--- src/rtl/mpc_types.sv ---
// rtl/mpc_types.sv - shared cache geometry, cache op codes and requester count
package mpc_types;

    // User-facing knobs; everything else is derived by mpcBuildConfig.
    typedef struct packed {
        int unsigned numSets;
        int unsigned numWays;
        int unsigned robEntries;
        int unsigned wbufEntries;
        int unsigned clWidth;
        int unsigned clWordWidth;
    } mpc_user_cfg_t;

    // Derived geometry consumed by the cache pipeline blocks.
    typedef struct packed {
        int unsigned clWidth;
        int unsigned clWordWidth;
        int unsigned robWidth;
        int unsigned setWidth;
        int unsigned wayIndexWidth;
        int unsigned offsetWidth;
        int unsigned wbufWidth;
    } mpc_cfg_t;

    localparam mpc_user_cfg_t MPC_DEFAULT_USER_CFG = '{
        numSets:     64,
        numWays:     4,
        robEntries:  32,
        wbufEntries: 8,
        clWidth:     256,
        clWordWidth: 128
    };

    // Number of issue requesters: LSQ, refill, writeback.
    localparam int unsigned MPC_NUM_REQ = 3;

    localparam logic [2:0] CACHE_OP_LOAD         = 3'd0;
    localparam logic [2:0] CACHE_OP_STORE        = 3'd1;
    localparam logic [2:0] CACHE_OP_LOAD_REFILL  = 3'd2;
    localparam logic [2:0] CACHE_OP_STORE_REFILL = 3'd3;
    localparam logic [2:0] CACHE_OP_WB           = 3'd4;

    // Index width that never collapses to zero bits.
    function automatic int unsigned mpc_clog2_min1(input int unsigned v);
        return (v <= 1) ? 1 : $clog2(v);
    endfunction

    function automatic mpc_cfg_t mpcBuildConfig(input mpc_user_cfg_t u);
        return '{
            clWidth:       u.clWidth,
            clWordWidth:   u.clWordWidth,
            robWidth:      mpc_clog2_min1(u.robEntries),
            setWidth:      mpc_clog2_min1(u.numSets),
            wayIndexWidth: mpc_clog2_min1(u.numWays),
            offsetWidth:   mpc_clog2_min1(u.clWidth / u.clWordWidth),
            wbufWidth:     mpc_clog2_min1(u.wbufEntries)
        };
    endfunction

    // Line-sized ops move a full cache line as two word beats.
    function automatic logic is_burst_op(input logic [2:0] op);
        return (op == CACHE_OP_LOAD_REFILL) || (op == CACHE_OP_STORE_REFILL) ||
               (op == CACHE_OP_WB);
    endfunction

endpackage

--- src/rtl/mpc_rr_arb.sv ---
// rtl/mpc_rr_arb.sv - round-robin pick with priority pointer and single-owner lock mask
//   valid      in  N     request lines
//   ptr        in  PtrW  highest-priority index this cycle
//   lock_en    in  1     restrict the pick to lock_owner
//   lock_owner in  PtrW  only requester eligible while lock_en
//   grant      out N     one-hot grant (zero when nothing eligible)
//   grant_idx  out PtrW  binary index of grant
//   grant_any  out 1     a grant was issued
module mpc_rr_arb #(
    parameter int unsigned N    = 3,
    parameter int unsigned PtrW = 2
) (
    input  logic [N-1:0]    valid,
    input  logic [PtrW-1:0] ptr,
    input  logic            lock_en,
    input  logic [PtrW-1:0] lock_owner,
    output logic [N-1:0]    grant,
    output logic [PtrW-1:0] grant_idx,
    output logic            grant_any
);

    logic [N-1:0]    eligible;
    logic [PtrW-1:0] cand;

    always_comb begin
        eligible  = lock_en ? (valid & (N'(1) << lock_owner)) : valid;
        cand      = '0;
        grant_idx = '0;
        grant_any = 1'b0;
        // Walk from ptr upward with wrap; first eligible requester wins.
        for (int unsigned k = 0; k < N; k++) begin
            cand = PtrW'((32'(ptr) + k) % N);
            if (!grant_any && eligible[cand]) begin
                grant_any = 1'b1;
                grant_idx = cand;
            end
        end
        grant = grant_any ? (N'(1) << grant_idx) : '0;
    end

endmodule

--- src/rtl/mpc_isu_arb.sv ---
// rtl/mpc_isu_arb.sv - issue arbiter: round-robin over LSQ/refill/writeback with burst lock
//   clk, rst_n                  clock, synchronous active-low reset
//   req_valid/req_ready         per-requester handshake (0 LSQ, 1 refill, 2 writeback)
//   req_rob_id..req_refill_data per-requester beat payload
//   u_isu_valid/u_isu_ready     registered issue handshake towards the bank wrapper
//   u_isu_channel_1hot_id       one-hot id of the requester that owns the issued beat
//   u_isu_rob_id..refill_data   registered issued payload
//   lock_err                    one-cycle pulse on a burst protocol violation
module mpc_isu_arb
    import mpc_types::*;
#(
    parameter mpc_cfg_t    Cfg             = mpcBuildConfig(MPC_DEFAULT_USER_CFG),
    parameter int unsigned NumReq          = MPC_NUM_REQ,
    parameter type         robWidth_t      = logic [Cfg.robWidth-1:0],
    parameter type         setWidth_t      = logic [Cfg.setWidth-1:0],
    parameter type         wayIndexWidth_t = logic [Cfg.wayIndexWidth-1:0],
    parameter type         offsetWidth_t   = logic [Cfg.offsetWidth-1:0],
    parameter type         wbufWidth_t     = logic [Cfg.wbufWidth-1:0]
) (
    input  logic                   clk,
    input  logic                   rst_n,
    input  logic [NumReq-1:0]      req_valid,
    output logic [NumReq-1:0]      req_ready,
    input  robWidth_t              req_rob_id      [NumReq],
    input  logic [2:0]             req_op          [NumReq],
    input  setWidth_t              req_set         [NumReq],
    input  wayIndexWidth_t         req_way         [NumReq],
    input  offsetWidth_t           req_offset      [NumReq],
    input  wbufWidth_t             req_wbuf_id     [NumReq],
    input  logic [Cfg.clWidth-1:0] req_refill_data [NumReq],
    output logic                   u_isu_valid,
    input  logic                   u_isu_ready,
    output logic [NumReq-1:0]      u_isu_channel_1hot_id,
    output robWidth_t              u_isu_rob_id,
    output logic [2:0]             u_isu_op,
    output setWidth_t              u_isu_set,
    output wayIndexWidth_t         u_isu_way,
    output offsetWidth_t           u_isu_offset,
    output wbufWidth_t             u_isu_wbuf_id,
    output logic [Cfg.clWidth-1:0] u_isu_refill_data,
    output logic                   lock_err
);

    localparam int unsigned IdxW = 2;

    typedef enum logic {
        ST_IDLE,
        ST_LOCK
    } state_e;

    state_e                 state_q, state_d;
    logic [IdxW-1:0]        owner_q, owner_d;
    logic [IdxW-1:0]        rr_ptr_q, rr_ptr_d;
    logic                   isu_valid_q, isu_valid_d;
    logic [NumReq-1:0]      chan_q, chan_d;
    robWidth_t              rob_q, rob_d;
    logic [2:0]             op_q, op_d;
    setWidth_t              set_q, set_d;
    wayIndexWidth_t         way_q, way_d;
    offsetWidth_t           offset_q, offset_d;
    wbufWidth_t             wbuf_q, wbuf_d;
    logic [Cfg.clWidth-1:0] data_q, data_d;
    logic                   lock_err_q, lock_err_d;

    logic [NumReq-1:0]      grant;
    logic [IdxW-1:0]        grant_idx;
    logic                   grant_any;
    logic                   out_free;
    logic                   accept;
    logic                   acc_burst;
    logic                   acc_first;
    logic                   acc_last;

    mpc_rr_arb #(
        .N    (NumReq),
        .PtrW (IdxW)
    ) u_rr_arb (
        .valid      (req_valid),
        .ptr        (rr_ptr_q),
        .lock_en    (state_q == ST_LOCK),
        .lock_owner (owner_q),
        .grant      (grant),
        .grant_idx  (grant_idx),
        .grant_any  (grant_any)
    );

    // The output register can take a new beat when empty or draining this cycle.
    assign out_free  = !isu_valid_q || u_isu_ready;
    assign req_ready = grant & {NumReq{out_free && rst_n}};
    assign accept    = grant_any && out_free && rst_n;

    assign acc_burst = is_burst_op(req_op[grant_idx]);
    assign acc_first = (req_offset[grant_idx] == offsetWidth_t'(0));
    assign acc_last  = (req_offset[grant_idx] == offsetWidth_t'(1));

    always_comb begin
        state_d     = state_q;
        owner_d     = owner_q;
        rr_ptr_d    = rr_ptr_q;
        isu_valid_d = isu_valid_q;
        chan_d      = chan_q;
        rob_d       = rob_q;
        op_d        = op_q;
        set_d       = set_q;
        way_d       = way_q;
        offset_d    = offset_q;
        wbuf_d      = wbuf_q;
        data_d      = data_q;
        lock_err_d  = 1'b0;

        if (accept) begin
            isu_valid_d = 1'b1;
            chan_d      = NumReq'(1) << grant_idx;
            rob_d       = req_rob_id[grant_idx];
            op_d        = req_op[grant_idx];
            set_d       = req_set[grant_idx];
            way_d       = req_way[grant_idx];
            offset_d    = req_offset[grant_idx];
            wbuf_d      = req_wbuf_id[grant_idx];
            data_d      = req_refill_data[grant_idx];

            case (state_q)
                ST_IDLE: begin
                    if (acc_burst && acc_first) begin
                        state_d = ST_LOCK;
                        owner_d = grant_idx;
                    end else if (acc_burst) begin
                        // A second beat with no opening beat: forwarded alone.
                        lock_err_d = 1'b1;
                    end
                end
                ST_LOCK: begin
                    // Only the owner can be accepted here.
                    if (acc_burst && acc_last) begin
                        state_d = ST_IDLE;
                    end else begin
                        lock_err_d = 1'b1;
                    end
                end
                default: state_d = ST_IDLE;
            endcase

            // Priority moves on only once the requester's transfer is complete.
            if (state_d == ST_IDLE) begin
                rr_ptr_d = (grant_idx == IdxW'(NumReq - 1)) ? '0 : grant_idx + 1'b1;
            end
        end else if (u_isu_ready) begin
            isu_valid_d = 1'b0;
        end
    end

    always_ff @(posedge clk) begin
        if (!rst_n) begin
            state_q     <= ST_IDLE;
            owner_q     <= '0;
            rr_ptr_q    <= '0;
            isu_valid_q <= 1'b0;
            chan_q      <= '0;
            rob_q       <= '0;
            op_q        <= '0;
            set_q       <= '0;
            way_q       <= '0;
            offset_q    <= '0;
            wbuf_q      <= '0;
            data_q      <= '0;
            lock_err_q  <= 1'b0;
        end else begin
            state_q     <= state_d;
            owner_q     <= owner_d;
            rr_ptr_q    <= rr_ptr_d;
            isu_valid_q <= isu_valid_d;
            chan_q      <= chan_d;
            rob_q       <= rob_d;
            op_q        <= op_d;
            set_q       <= set_d;
            way_q       <= way_d;
            offset_q    <= offset_d;
            wbuf_q      <= wbuf_d;
            data_q      <= data_d;
            lock_err_q  <= lock_err_d;
        end
    end

    assign u_isu_valid           = isu_valid_q;
    assign u_isu_channel_1hot_id = chan_q;
    assign u_isu_rob_id          = rob_q;
    assign u_isu_op              = op_q;
    assign u_isu_set             = set_q;
    assign u_isu_way             = way_q;
    assign u_isu_offset          = offset_q;
    assign u_isu_wbuf_id         = wbuf_q;
    assign u_isu_refill_data     = data_q;
    assign lock_err              = lock_err_q;

endmodule

--- config.mk ---
export PLATFORM = sky130hd
export DESIGN_NAME = mpc_isu_arb
export DESIGN_NICKNAME = d
export VERILOG_FILES = /design/src/rtl/mpc_types.sv /design/src/rtl/mpc_rr_arb.sv /design/src/rtl/mpc_isu_arb.sv
export SDC_FILE = /design/constraint.sdc
export NUM_CORES = 1
export LEC_CHECK = 0
export ABC_AREA = 1
export CORE_AREA = 4 4 432 434
export CTS_CLUSTER_SIZE = 40
export DETAILED_ROUTE_END_ITERATION = 8
export DIE_AREA = 0 0 436 438
export PLACE_DENSITY = 0.38
export SLEW_MARGIN = 20
export SYNTH_ARGS = -nofsm -noshare
export SYNTH_HDL_FRONTEND = slang
export SYNTH_SLANG_ARGS = --single-unit
--- constraint.sdc ---
create_clock -name clk -period 4.4 [get_ports clk]
set_clock_uncertainty 0.2 [all_clocks]
set_input_delay 1.32 -clock clk [delete_from_list [all_inputs] [get_ports clk]]
set_output_delay 1.32 -clock clk [all_outputs]
set_load 0.05 [all_outputs]
==> results of run 1 <==
flip-flops by register name, indices dropped and copies added (netlist names):
register and count:
u_isu_refill_data 256, u_isu_set 6, u_isu_rob_id 5, u_isu_channel_1hot_id 3
u_isu_op 3, u_isu_wbuf_id 3, owner_q 2, rr_ptr_q 2
u_isu_way 2, lock_err 1, state_q 1, u_isu_offset 1
u_isu_valid 1
stage by stage:
stage               utilization [%]  setup WS (ns)  cells
detailed placement             15.3         -0.238   5314
global placement               15.3         -0.284   5314
CTS                            16.1         0.0439   5393
finish                         16.2          0.112   5407
floorplan                         -          0.157   1913
global route                   16.2         0.0154   5405
cells by family after synthesis:
family	after synthesis	share of synthesized area, %
compound gates	491	25.1
buf+inv	194	6.34
simple gates	940	26.5
flops	286	41.9
fa+ha+maj	2	0.183
cell type report:
cell class | count | share of cell area [%]
timing repair buffer | 1188 | 40.7
multi-input combinational | 1433 | 24.3
sequential | 286 | 19.4
tap | 2385 | 10.1
clock buffer | 69 | 4.76
inverter | 27 | 0.402
clock inverter | 10 | 0.296
antenna | 9 | 0.0761
power breakdown:
group	total (mW)	leakage, nW	internal [mW]	switching [mW]
sequential	4.65	2.36	3.76	0.897
clock	3.82	0.738	2.25	1.58
combinational	15.7	6.61	4.95	10.7
tightest hold or removal path, cell delays in order (launching register included):
cell and delay, ns:
dfxtp_1 0.31, nand2_1 0.06, a21oi_1 0.05
cell usage in the layout, fill, tap and decap left out, types with 4 or more instances in the layout:
| master | netlist | routed |
|---|---|---|
| nand3_1 | 25 | 20 |
| o21ai_0 | 98 | 98 |
| nor2_1 | 9 | 6 |
| inv_1 | 23 | 22 |
| clkbuf_1 | 97 | 7 |
| clkbuf_8 | 0 | 15 |
| clkbuf_16 | 0 | 47 |
| nand4_1 | 6 | 6 |
| clkinv_2 | 0 | 5 |
| a31oi_1 | 63 | 62 |
| nor2_4 | 1 | 4 |
| a41oi_1 | 208 | 208 |
| nand2_1 | 891 | 886 |
| a21oi_1 | 73 | 73 |
| buf_12 | 0 | 27 |
| diode_2 | 0 | 9 |
| clkdlybuf4s50_1 | 0 | 1106 |
| buf_4 | 20 | 51 |
| nand2_2 | 2 | 4 |
| a22oi_1 | 44 | 44 |
| dfxtp_1 | 286 | 286 |
| nand3_2 | 3 | 6 |
routing by layer:
| layer | part of all wire [%] | global-route usage (%) |
|---|---|---|
| met5 | 0.036 | 0 |
| met4 | 3.3 | 4.39 |
| met3 | 9.6 | 5.32 |
| met2 | 50 | 21.7 |
| met1 | 37 | 13.6 |
repair_timing:
| item | CTS | global route |
|---|---|---|
| setup endpoints to repair | 3 | 1 |
| buffers inserted | 0 | 5 |
| pin swaps | 7 | 7 |
| resized for setup | 12 | 10 |
worst paths after layout:
| check | to | startpoint | cells past startpoint |
|---|---|---|---|
| hold reg to reg | u_isu_channel_1hot_id[1]$_SDFFE_PN0P_ | u_isu_channel_1hot_id[1]$_SDFFE_PN0P_ | 2 |
| hold / removal | u_isu_channel_1hot_id[1]$_SDFFE_PN0P_ | u_isu_channel_1hot_id[1]$_SDFFE_PN0P_ | 2 |
| setup reg to reg | u_isu_refill_data[65]$_SDFFE_PN0P_ | rr_ptr_q[0]$_SDFFE_PN0P_ | 16 |
| setup / recovery | req_ready[0] | req_valid[2] | 11 |
==> results.cfg, run 1 <==
[final_layout]
stdcell_area_um2 = 29600
synthToLayoutAreaGrowth_pct = 116
fill_cells = 20700
nNetsFinal = 3818
seqCellArea_um2 = 5730
multi_input_area_um2 = 7190
drive_above_1_share_pct = 5.91

[worst_setup_path]
path_cells = clkdlybuf4s15_1 > buf_4 > nand4_1 > nand2_2 > nand3_2 > nand2_2 > nand2_4 > nand2_2 > nor2_4 > buf_12 > buf_12
critPathLaunchType = input pin
cp-end-kind = output pin
crit_fanout = 4
cp_data_required_time_ns = 2.88
cpLargestDelayFamily = simple AND/OR/NAND/NOR gates
cp_slowest_cell = clkdlybuf4s15_1
crit_arrival_ns = 2.77
path_buf_inv = 4
worst-setup-path-type = in -> out
critPathMostFrequentCell = nand2_2
max_stage_delay_ns = 0.22
r2r_slack_ns = 1.14

[synthesis]
yosysMostFrequentCell = nand2_1
ys.flop_type = dfxtp_1
synth_top_area_share_pct = 41.9
synth_commonest_cells = nand2_1, dfxtp_1, a41oi_1
postSynthCellCount = 1913
yosys_warnings = 0
ys_ff_latch = 286
synth.avg_cell_area_um2 = 7.15
yosysSeqAreaShare_pct = 41.9
syn-num-nets = 2749
synth_area_leaders = dfxtp_1, nand2_1, a41oi_1
synth_cell_type_count = 26
ys_async_sr_fraction_pct = 0
yosys.area.top_type = dfxtp_1
syn_area_um2 = 13700
synth-edff-count = 0

[global_route]
grt_usage_pct = 12.5
grt_max_degree = 129
grt_pass1_vias = 19200
grt_remaining_overflow = 0
grt_first_pass_wirelength_um = 165000
grt_antenna_before_repair = 23

[clock_tree]
clock_sinks = 286
clockRootBuffer = clkbuf_16
cts_made_buffers = 46
cts.path.max_buffers = 3
ctsHoldBuffers = 0
clock_latency_ns = 0.63
cts_tree = yes
clk_pin_slew_worst_paths_ns = 0.05
htreeDepth = 2

[sta]
drv_slew = 0
period_needed_ns = 4.29
relSlewSlack_pct = 15.7
worst_pin_slew_ns = 1.26
fin_crit_sh_pct = 97.5
rsz0062_at_grt = no
finalSetupTns_ns = 0
setup_viol = 0
whs_ns = 0.272
hold_viol = 0
fmax_mhz = 233

[placed_design]
place_area_um2 = 27900
place.gp.congestion = 0.919
portBuffers = 1117
hpwlAfterDp_um = 101000

[detailed_routing]
drtAntennaViolNets = 0
wl_um = 126000
wire_per_inst_um = 23.3
via_per_inst = 3.47
num_vias = 18700
first_iter_violations = 991
drtPass1Iterations = 5
drcViolationCount = 0

[floorplan]
die_w_um = 436
initial_core_util_pct = 7.48
std_cell_rows = 157
dieArea_um2 = 191000
core_um2 = 183000
die_h_um = 438
ios = 1118

[job]
maxCapViolCount = 0

[power]
finalPower_mw = 24.1
ir_worst_vdd_mv = 0.572
p_per_area_nw_per_um2 = 816
leakagePower_nw = 9.71

[status]
outcome = completed

[hold_path]
hold_class = reg -> reg
Note: power is estimated with default switching activity, not from simulation.
==> run 2, diff against run 1 <==
--- a/config.mk
+++ b/config.mk
@@ -7,9 +7,10 @@
 export LEC_CHECK = 0
 export ABC_AREA = 1
 export CORE_AREA = 4 4 432 434
-export CTS_CLUSTER_SIZE = 40
+export CTS_CLUSTER_SIZE = 24
 export DETAILED_ROUTE_END_ITERATION = 8
 export DIE_AREA = 0 0 436 438
+export HOLD_SLACK_MARGIN = 0.1
 export PLACE_DENSITY = 0.38
 export SLEW_MARGIN = 20
 export SYNTH_ARGS = -nofsm -noshare
==> results of run 2 <==
Same layout as run 1: the final DEF is identical, and so are final timing and power.
